File: config.mk
export PLATFORM = sky130hd
export DESIGN_NAME = quadratic_inverse_map
export DESIGN_NICKNAME = d
export VERILOG_FILES = /design/src/rtl/quadratic_inverse_map.sv
export SDC_FILE = /design/constraint.sdc
export NUM_CORES = 1
export LEC_CHECK = 0
export CORE_ASPECT_RATIO = 0.8
export CORE_MARGIN = 5
export CORE_UTILIZATION = 53
export DETAILED_ROUTE_END_ITERATION = 8
export PLACE_DENSITY_LB_ADDON = 0.05
export SETUP_SLACK_MARGIN = 0.3
export SLEW_MARGIN = 20
export SYNTH_ARGS = -nofsm -noshare
export SYNTH_HDL_FRONTEND = slang
export SYNTH_SLANG_ARGS = --single-unit
File: constraint.sdc
create_clock -name clk -period 16.05 [get_ports clk]
set_input_delay 3.21 -clock clk [delete_from_list [all_inputs] [get_ports clk]]
set_output_delay 3.21 -clock clk [all_outputs]
set_load 0.05 [all_outputs]
File: src/rtl/quadratic_inverse_map.sv
// quadratic_inverse_map: recovers x[n] = +/-sqrt((1 - x[n+1]) / r) in Q1.15 using one multiply and a bit-serial root.
// Define QMAP_INV_ROUND_EN to round the root to nearest instead of truncating it.
module quadratic_inverse_map (
  input  logic        clk,
  input  logic        reset,
  input  logic        in_valid,
  output logic        in_ready,
  input  logic [15:0] x_next,
  input  logic [15:0] r_inv,
  input  logic        branch,
  output logic        out_valid,
  input  logic        out_ready,
  output logic [15:0] x_prev,
  output logic        sat
);
  typedef enum logic [1:0] {IDLE, MUL, SQRT, DONE} state_t;
  state_t      r_state, w_state_nx;
  logic [15:0] r_x, r_rinv, r_x_prev;
  logic        r_branch, r_sat, r_sat_o, r_out_valid;
  logic [29:0] r_rad;
  logic [14:0] r_root;
  logic [15:0] r_rem;
  logic [3:0]  r_cnt;
  logic [16:0] w_d;
  logic [32:0] w_p;
  logic [17:0] w_rem_sh, w_trial;
  logic [15:0] w_rem_nx, w_m, w_mag;
  logic [14:0] w_root_nx;
  logic        w_ge, w_accept, w_last;
  assign in_ready  = r_state == IDLE;
  assign out_valid = r_out_valid;
  assign x_prev    = r_x_prev;
  assign sat       = r_sat_o;
  assign w_accept  = in_valid && in_ready;
  assign w_last    = r_state == SQRT && r_cnt == 4'd0;
  // d = 1.0 - x[n+1] spans 1..65536, so it needs the 17th bit
  assign w_d       = 17'h08000 - {r_x[15], r_x};
  assign w_p       = {16'd0, w_d} * {17'd0, r_rinv};
  // Restoring step: bring down two radicand bits, try subtracting 4*root+1
  assign w_rem_sh  = {r_rem, r_rad[29:28]};
  assign w_trial   = {1'b0, r_root, 2'b01};
  assign w_ge      = w_rem_sh >= w_trial;
  assign w_rem_nx  = 16'(w_ge ? w_rem_sh - w_trial : w_rem_sh);
  assign w_root_nx = {r_root[13:0], w_ge};
`ifdef QMAP_INV_ROUND_EN
  assign w_m = ({2'b0, w_rem_nx} > {3'b0, w_root_nx}) && w_root_nx != 15'h7FFF ?
               {1'b0, w_root_nx} + 16'd1 : {1'b0, w_root_nx};
`else
  assign w_m = {1'b0, w_root_nx};
`endif
  assign w_mag = r_sat ? 16'h7FFF : w_m;
  always_comb begin
    w_state_nx = r_state;
    case (r_state)
      IDLE:    w_state_nx = w_accept ? MUL : IDLE;
      MUL:     w_state_nx = SQRT;
      SQRT:    w_state_nx = r_cnt == 4'd0 ? DONE : SQRT;
      default: w_state_nx = out_ready ? IDLE : DONE;
    endcase
  end
  always_ff @(posedge clk or negedge reset)
    if (!reset) r_state <= IDLE;
    else        r_state <= w_state_nx;
  always_ff @(posedge clk or negedge reset) begin
    if (!reset) begin
      r_x <= '0;
      r_rinv <= '0;
      r_branch <= 1'b0;
      r_sat <= 1'b0;
      r_rad <= '0;
      r_root <= '0;
      r_rem <= '0;
      r_cnt <= '0;
      r_out_valid <= 1'b0;
      r_x_prev <= '0;
      r_sat_o <= 1'b0;
    end else begin
      if (w_accept) begin
        r_x <= x_next;
        r_rinv <= r_inv;
        r_branch <= branch;
      end
      if (r_state == MUL) begin
        r_sat <= |w_p[32:29];
        r_rad <= {w_p[28:0], 1'b0};
        r_root <= '0;
        r_rem <= '0;
        r_cnt <= 4'd14;
      end
      if (r_state == SQRT) begin
        r_rad <= {r_rad[27:0], 2'b00};
        r_root <= w_root_nx;
        r_rem <= w_rem_nx;
        r_cnt <= r_cnt - 4'd1;
      end
      // Result registers load on the last root step so out_valid rises with DONE
      if (w_last) begin
        r_out_valid <= 1'b1;
        r_x_prev <= r_branch ? 16'd0 - w_mag : w_mag;
        r_sat_o <= r_sat;
      end else if (r_state == DONE && out_ready) begin
        r_out_valid <= 1'b0;
      end
    end
  end
endmodule

== Yosys cells after proc, flatten, opt, wreduce, memory -nomap -nowiden ==
Index checks and enable logic that the tools add are counted.

* Add/subtract/negate cells: 4
* Multiply operators: 1
* $lt $le $gt $ge: 1
* Equal/unequal tests: 3
* Mux-type cells: 17
* Reductions and logical operators: 8

{| class="wikitable"
|+ Operators by type and width
! operator !! number
|-
| $mux W16 || 4
|-
| $mux W30 || 2
|-
| $mux W15 || 3
|-
| $mul A17 B16 Y33 || 1
|-
| $ge A18 B17 Y1 || 1
|-
| $sub A16 B17 Y17 const A || 1
|-
| $sub A1 B15 Y16 const A || 1
|-
| $sub A16 B16 Y16 || 1
|-
| $mux W4 || 2
|-
| $pmux W2 S3 || 1
|-
| $eq A2 B2 Y1 const B || 2
|-
| $logic_not A4 Y1 || 1
|-
| $mux W1 || 4
|-
| $reduce_bool A2 Y1 || 2
|-
| $reduce_or A4 Y1 || 1
|-
| $sub A4 B1 Y4 const B || 1
|-
| $logic_and A1 B1 Y1 || 3
|-
| $eq A2 B1 Y1 const B || 1
|-
| $logic_not A2 Y1 || 1
|-
| $mux W2 || 1
|}

* Flip-flop bits (word level): 119
* Bits of input ports: 37
* Output and inout port bits: 19
* Logic and storage cells: 46

== Depth between registers and ports, before layout ==
* Depth after elaboration: 4
* Depth in mapped cells: 29
* Gate-level depth less buffers: 27

== Least setup slack after synthesis ==
OpenSTA, ideal clock, no wires.

* Kind: flip-flop to flip-flop
* Start point: reg r_x[7]
* End point: reg r_sat
* Setup time: 0.082 ns
* Arrival time: 7.202 ns
* Slack: 8.766 ns
* Cell stages (with the launch flop): 27
* Buffers on the path: 2
* Clock period less this slack: 7.284 ns
* Cell sequence: dfrtp_1 -> or4_1 -> nor3_1 -> nand2_1 -> xor2_1 -> clkbuf_1 -> nand2_1 -> fa_1 -> fa_1 -> inv_1 -> fa_1 -> fa_1 -> fa_1 -> inv_1 -> fa_1 -> inv_1 -> ha_1 -> buf_4 -> nand2_1 -> nor3_1 -> a211oi_1 -> o311ai_1 -> a221o_1 -> a211oi_4 -> mux2i_1 -> a211oi_2 -> a31oi_1

* Longest elaborated chain between the ends: 3

{| class="wikitable"
|+ RTL lines
! what !! line !! RTL
|-
| start, declared || 18 || <nowiki>logic [15:0] r_x, r_rinv, r_x_prev;</nowiki>
|-
| start signal, assigned || 79 || <nowiki>r_x <= x_next;</nowiki>
|-
| $sub A16 B17 Y17 || 37 || <nowiki>assign w_d = 17'h08000 - {r_x[15], r_x};</nowiki>
|-
| $mul A17 B16 Y33 || 38 || <nowiki>assign w_p = {16'd0, w_d} * {17'd0, r_rinv};</nowiki>
|-
| $reduce_or A4 Y1 || 84 || <nowiki>r_sat <= |w_p[32:29];</nowiki>
|-
| end signal, assigned || 84 ||
|-
| end, declared || 19 || <nowiki>logic r_branch, r_sat, r_sat_o, r_out_valid;</nowiki>
|}

Every way passes these cells.
A chain may end at the register's enable or synchronous reset.

== Worst setup path in the final report ==
* Start point: reg r_x[0]
* End point: reg r_sat

Same word-level chain as after synthesis.

==> results.json <==
{
  "status": "finished clean",
  "initial_core_util": 0.5381,
  "slew_viol_final": 0,
  "yosysWarnings": 0,
  "rrSetupSlack_ps": 8000,
  "synth_area_mm2": 0.01526,
  "mostFrequentLayoutCells": "273 x inv_1, 208 x fa_1, 200 x nand2_1, 138 x and2_1, 129 x ha_1",
  "critPathKind": "reg2reg",
  "drc_errors": 0,
  "htree_levels": 4,
  "tightest_slew_ps": 1176,
  "synthFlopType": "dfrtp_1",
  "antenna_left": 0,
  "hold_slack_ps": 477.3,
  "fin_area_mm2": 0.01672,
  "syn_nets": 2053,
  "io_buffers": 55,
  "cts_tree": "done",
  "n_antenna_cell": 0,
  "viasPerCell": 5.565,
  "clk-insertion-delay-late_ps": 430,
  "io_pins": 56,
  "ctsHoldBuffers": 0,
  "crit_fanout": 19,
  "grt_pass1_wl_um": 63120,
  "cts.sinks": 118,
  "dpl_cell_area_mm2": 0.01611,
  "fmax_ghz": 0.1242,
  "fin_crit_sh": 0.5016,
  "cts_buffers": 17,
  "drive_gt1_frac": 0.06121,
  "hpwl_um": 29010,
  "hold_violations": 0,
  "synth_edf_count": 0,
  "ys_seq_area_frac": 0.1936,
  "yosys.area.top_type": "fa_1",
  "critPathSlowestCell": "xnor2_2",
  "fin_crit_ps": 8051,
  "fp-row-count": 55,
  "skew_ps": 17.52,
  "drt-total-wl_um": 38160,
  "crit_top_cell": "fa_1",
  "grt_max_degree": 79,
  "place_congestion": 0.8771,
  "final_nets": 2062,
  "drt_iter0_drc": 615,
  "crit_path_end_kind": "flop",
  "antenna_found_initial": 0,
  "relSlewSlack": 0.2119,
  "min_path_type": "reg2reg",
  "cpLargestDelayFamily": "adder cells",
  "drt-pass1-iter-count": 5,
  "cp.arrival_ps": 8350,
  "cts_resized": 0,
  "worstRegToRegCells": 25,
  "die_w_um": 199.7,
  "setup_tns_ps": 0,
  "cp_num_buf_inv": 4,
  "avgSynthCellArea_um2": 9.097,
  "grt.total_usage": 0.2465,
  "dp.cells": 2037,
  "mostFrequentLayoutCell": "inv_1",
  "grt_pass1_vias": 11590,
  "rsz0062_at_grt": "no",
  "clk_pin_slew_ps": 60,
  "yosys-top-cells-area": "fa_1 27%, dfrtp_1 19%, ha_1 11%, inv_1 6.7%, and2_1 5.7%",
  "coreArea_mm2": 0.02835,
  "cts_root_buffer": "clkbuf_16",
  "avgRoutedWirePerCell_um": 18.45,
  "synth_cell_type_count": 73,
  "final-instance-count-excl-fill": 2069,
  "ys_async_sr_fraction": 1.000,
  "synthToLayoutAreaGrowth_pct": 9.620,
  "hold-path-cell-count": 2,
  "die_h_um": 161.8,
  "critPathRequiredTime_ps": 16350,
  "critPathMaxStageDelay_ps": 900,
  "drv_cap": 0,
  "globalRoute.totalOverflow": 0,
  "synth_seq_cells": 118,
  "vias": 11510,
  "die_area_mm2": 0.03230,
  "syn_inst": 1677,
  "clk_path_buf_depth": 2,
  "synth_top_area_frac": 0.2729,
  "start_kind": "flop",
  "setup_viol": 0,
  "cp.depth": 25,
  "post_cts_buffers": 0
}
[cell usage after synthesis (all sizes together) (8+ instances only)]
cell / instances
a211oi: 8
a21o: 18
a21oi: 75
and2: 139
buf: 16
clkbuf: 66
dfrtp: 118
fa: 208
ha: 131
inv: 273
mux2: 36
mux2i: 17
nand2: 201
nand3: 27
nand4: 8
nor2: 77
nor2b: 9
nor3: 15
o21ai: 61
o2bb2ai: 13
o31ai: 8
xnor2: 43
xor2: 20
[registers in the layout (all words and copies together), names as in the netlist]
| register | count |
|---|---|
| r_rinv | 16 |
| r_root | 15 |
| r_cnt | 4 |
| r_rem | 16 |
| r_x | 16 |
| r_branch | 1 |
| x_prev | 16 |
| r_state | 2 |
| sat | 1 |
| r_rad | 29 |
| r_sat | 1 |
| out_valid | 1 |
[routing by layer]
layer	wire, µm	global-route usage
met2	17110	0.3704
met4	240	0.03241
met5	0	0
met3	2347	0.04293
met1	18460	0.3852
[area by class of cell]
cell class	instances	area (µm²)
clock inverter	13	170.2
multi-input combinational	1202	10980
tap	370	462.9
timing repair buffer	73	683.2
sequential	118	2953
clock buffer	19	442.9
inverter	274	1028
fill	2547	11630
[worst min-delay path, stage by stage, from the launching register on]
cell	delay [ps]
dfrtp_1	340
nand2_1	40
o21ai_0	60
[per-stage QoR]
stage | setup WS [ps] | util
floorplan | 8766 | -
global placement | 8149 | 0.5682
detailed placement | 8146 | 0.5682
CTS | 8060 | 0.5899
global route | 7652 | 0.5899
finish | 7999 | 0.5899
[final timing paths]
check                      startpoint        end
setup / recovery               r_x[0]      r_sat
hold reg to reg             x_prev[6]  x_prev[6]
min in group asynchronous       reset  out_valid
hold / removal              x_prev[6]  x_prev[6]
max in group asynchronous       reset     r_x[5]
setup reg to reg               r_x[0]      r_sat
[kinds of logic (layout without fill, tap and decap cells)]
kind of cell	count (synthesis)	after routing	share of synthesized area
AOI/OAI and AO/OA	239	239	0.1018
xor gates and xnor gates	63	63	0.03617
adders and majority gates	339	339	0.3804
buffers and inverters	357	379	0.08939
DFF	118	118	0.1936
muxes	53	53	0.03773
and+or+nand+nor	508	508	0.1610
Power is not shown: default switching activity piles up to over one toggle a cycle in this logic, so the estimate is an artifact.
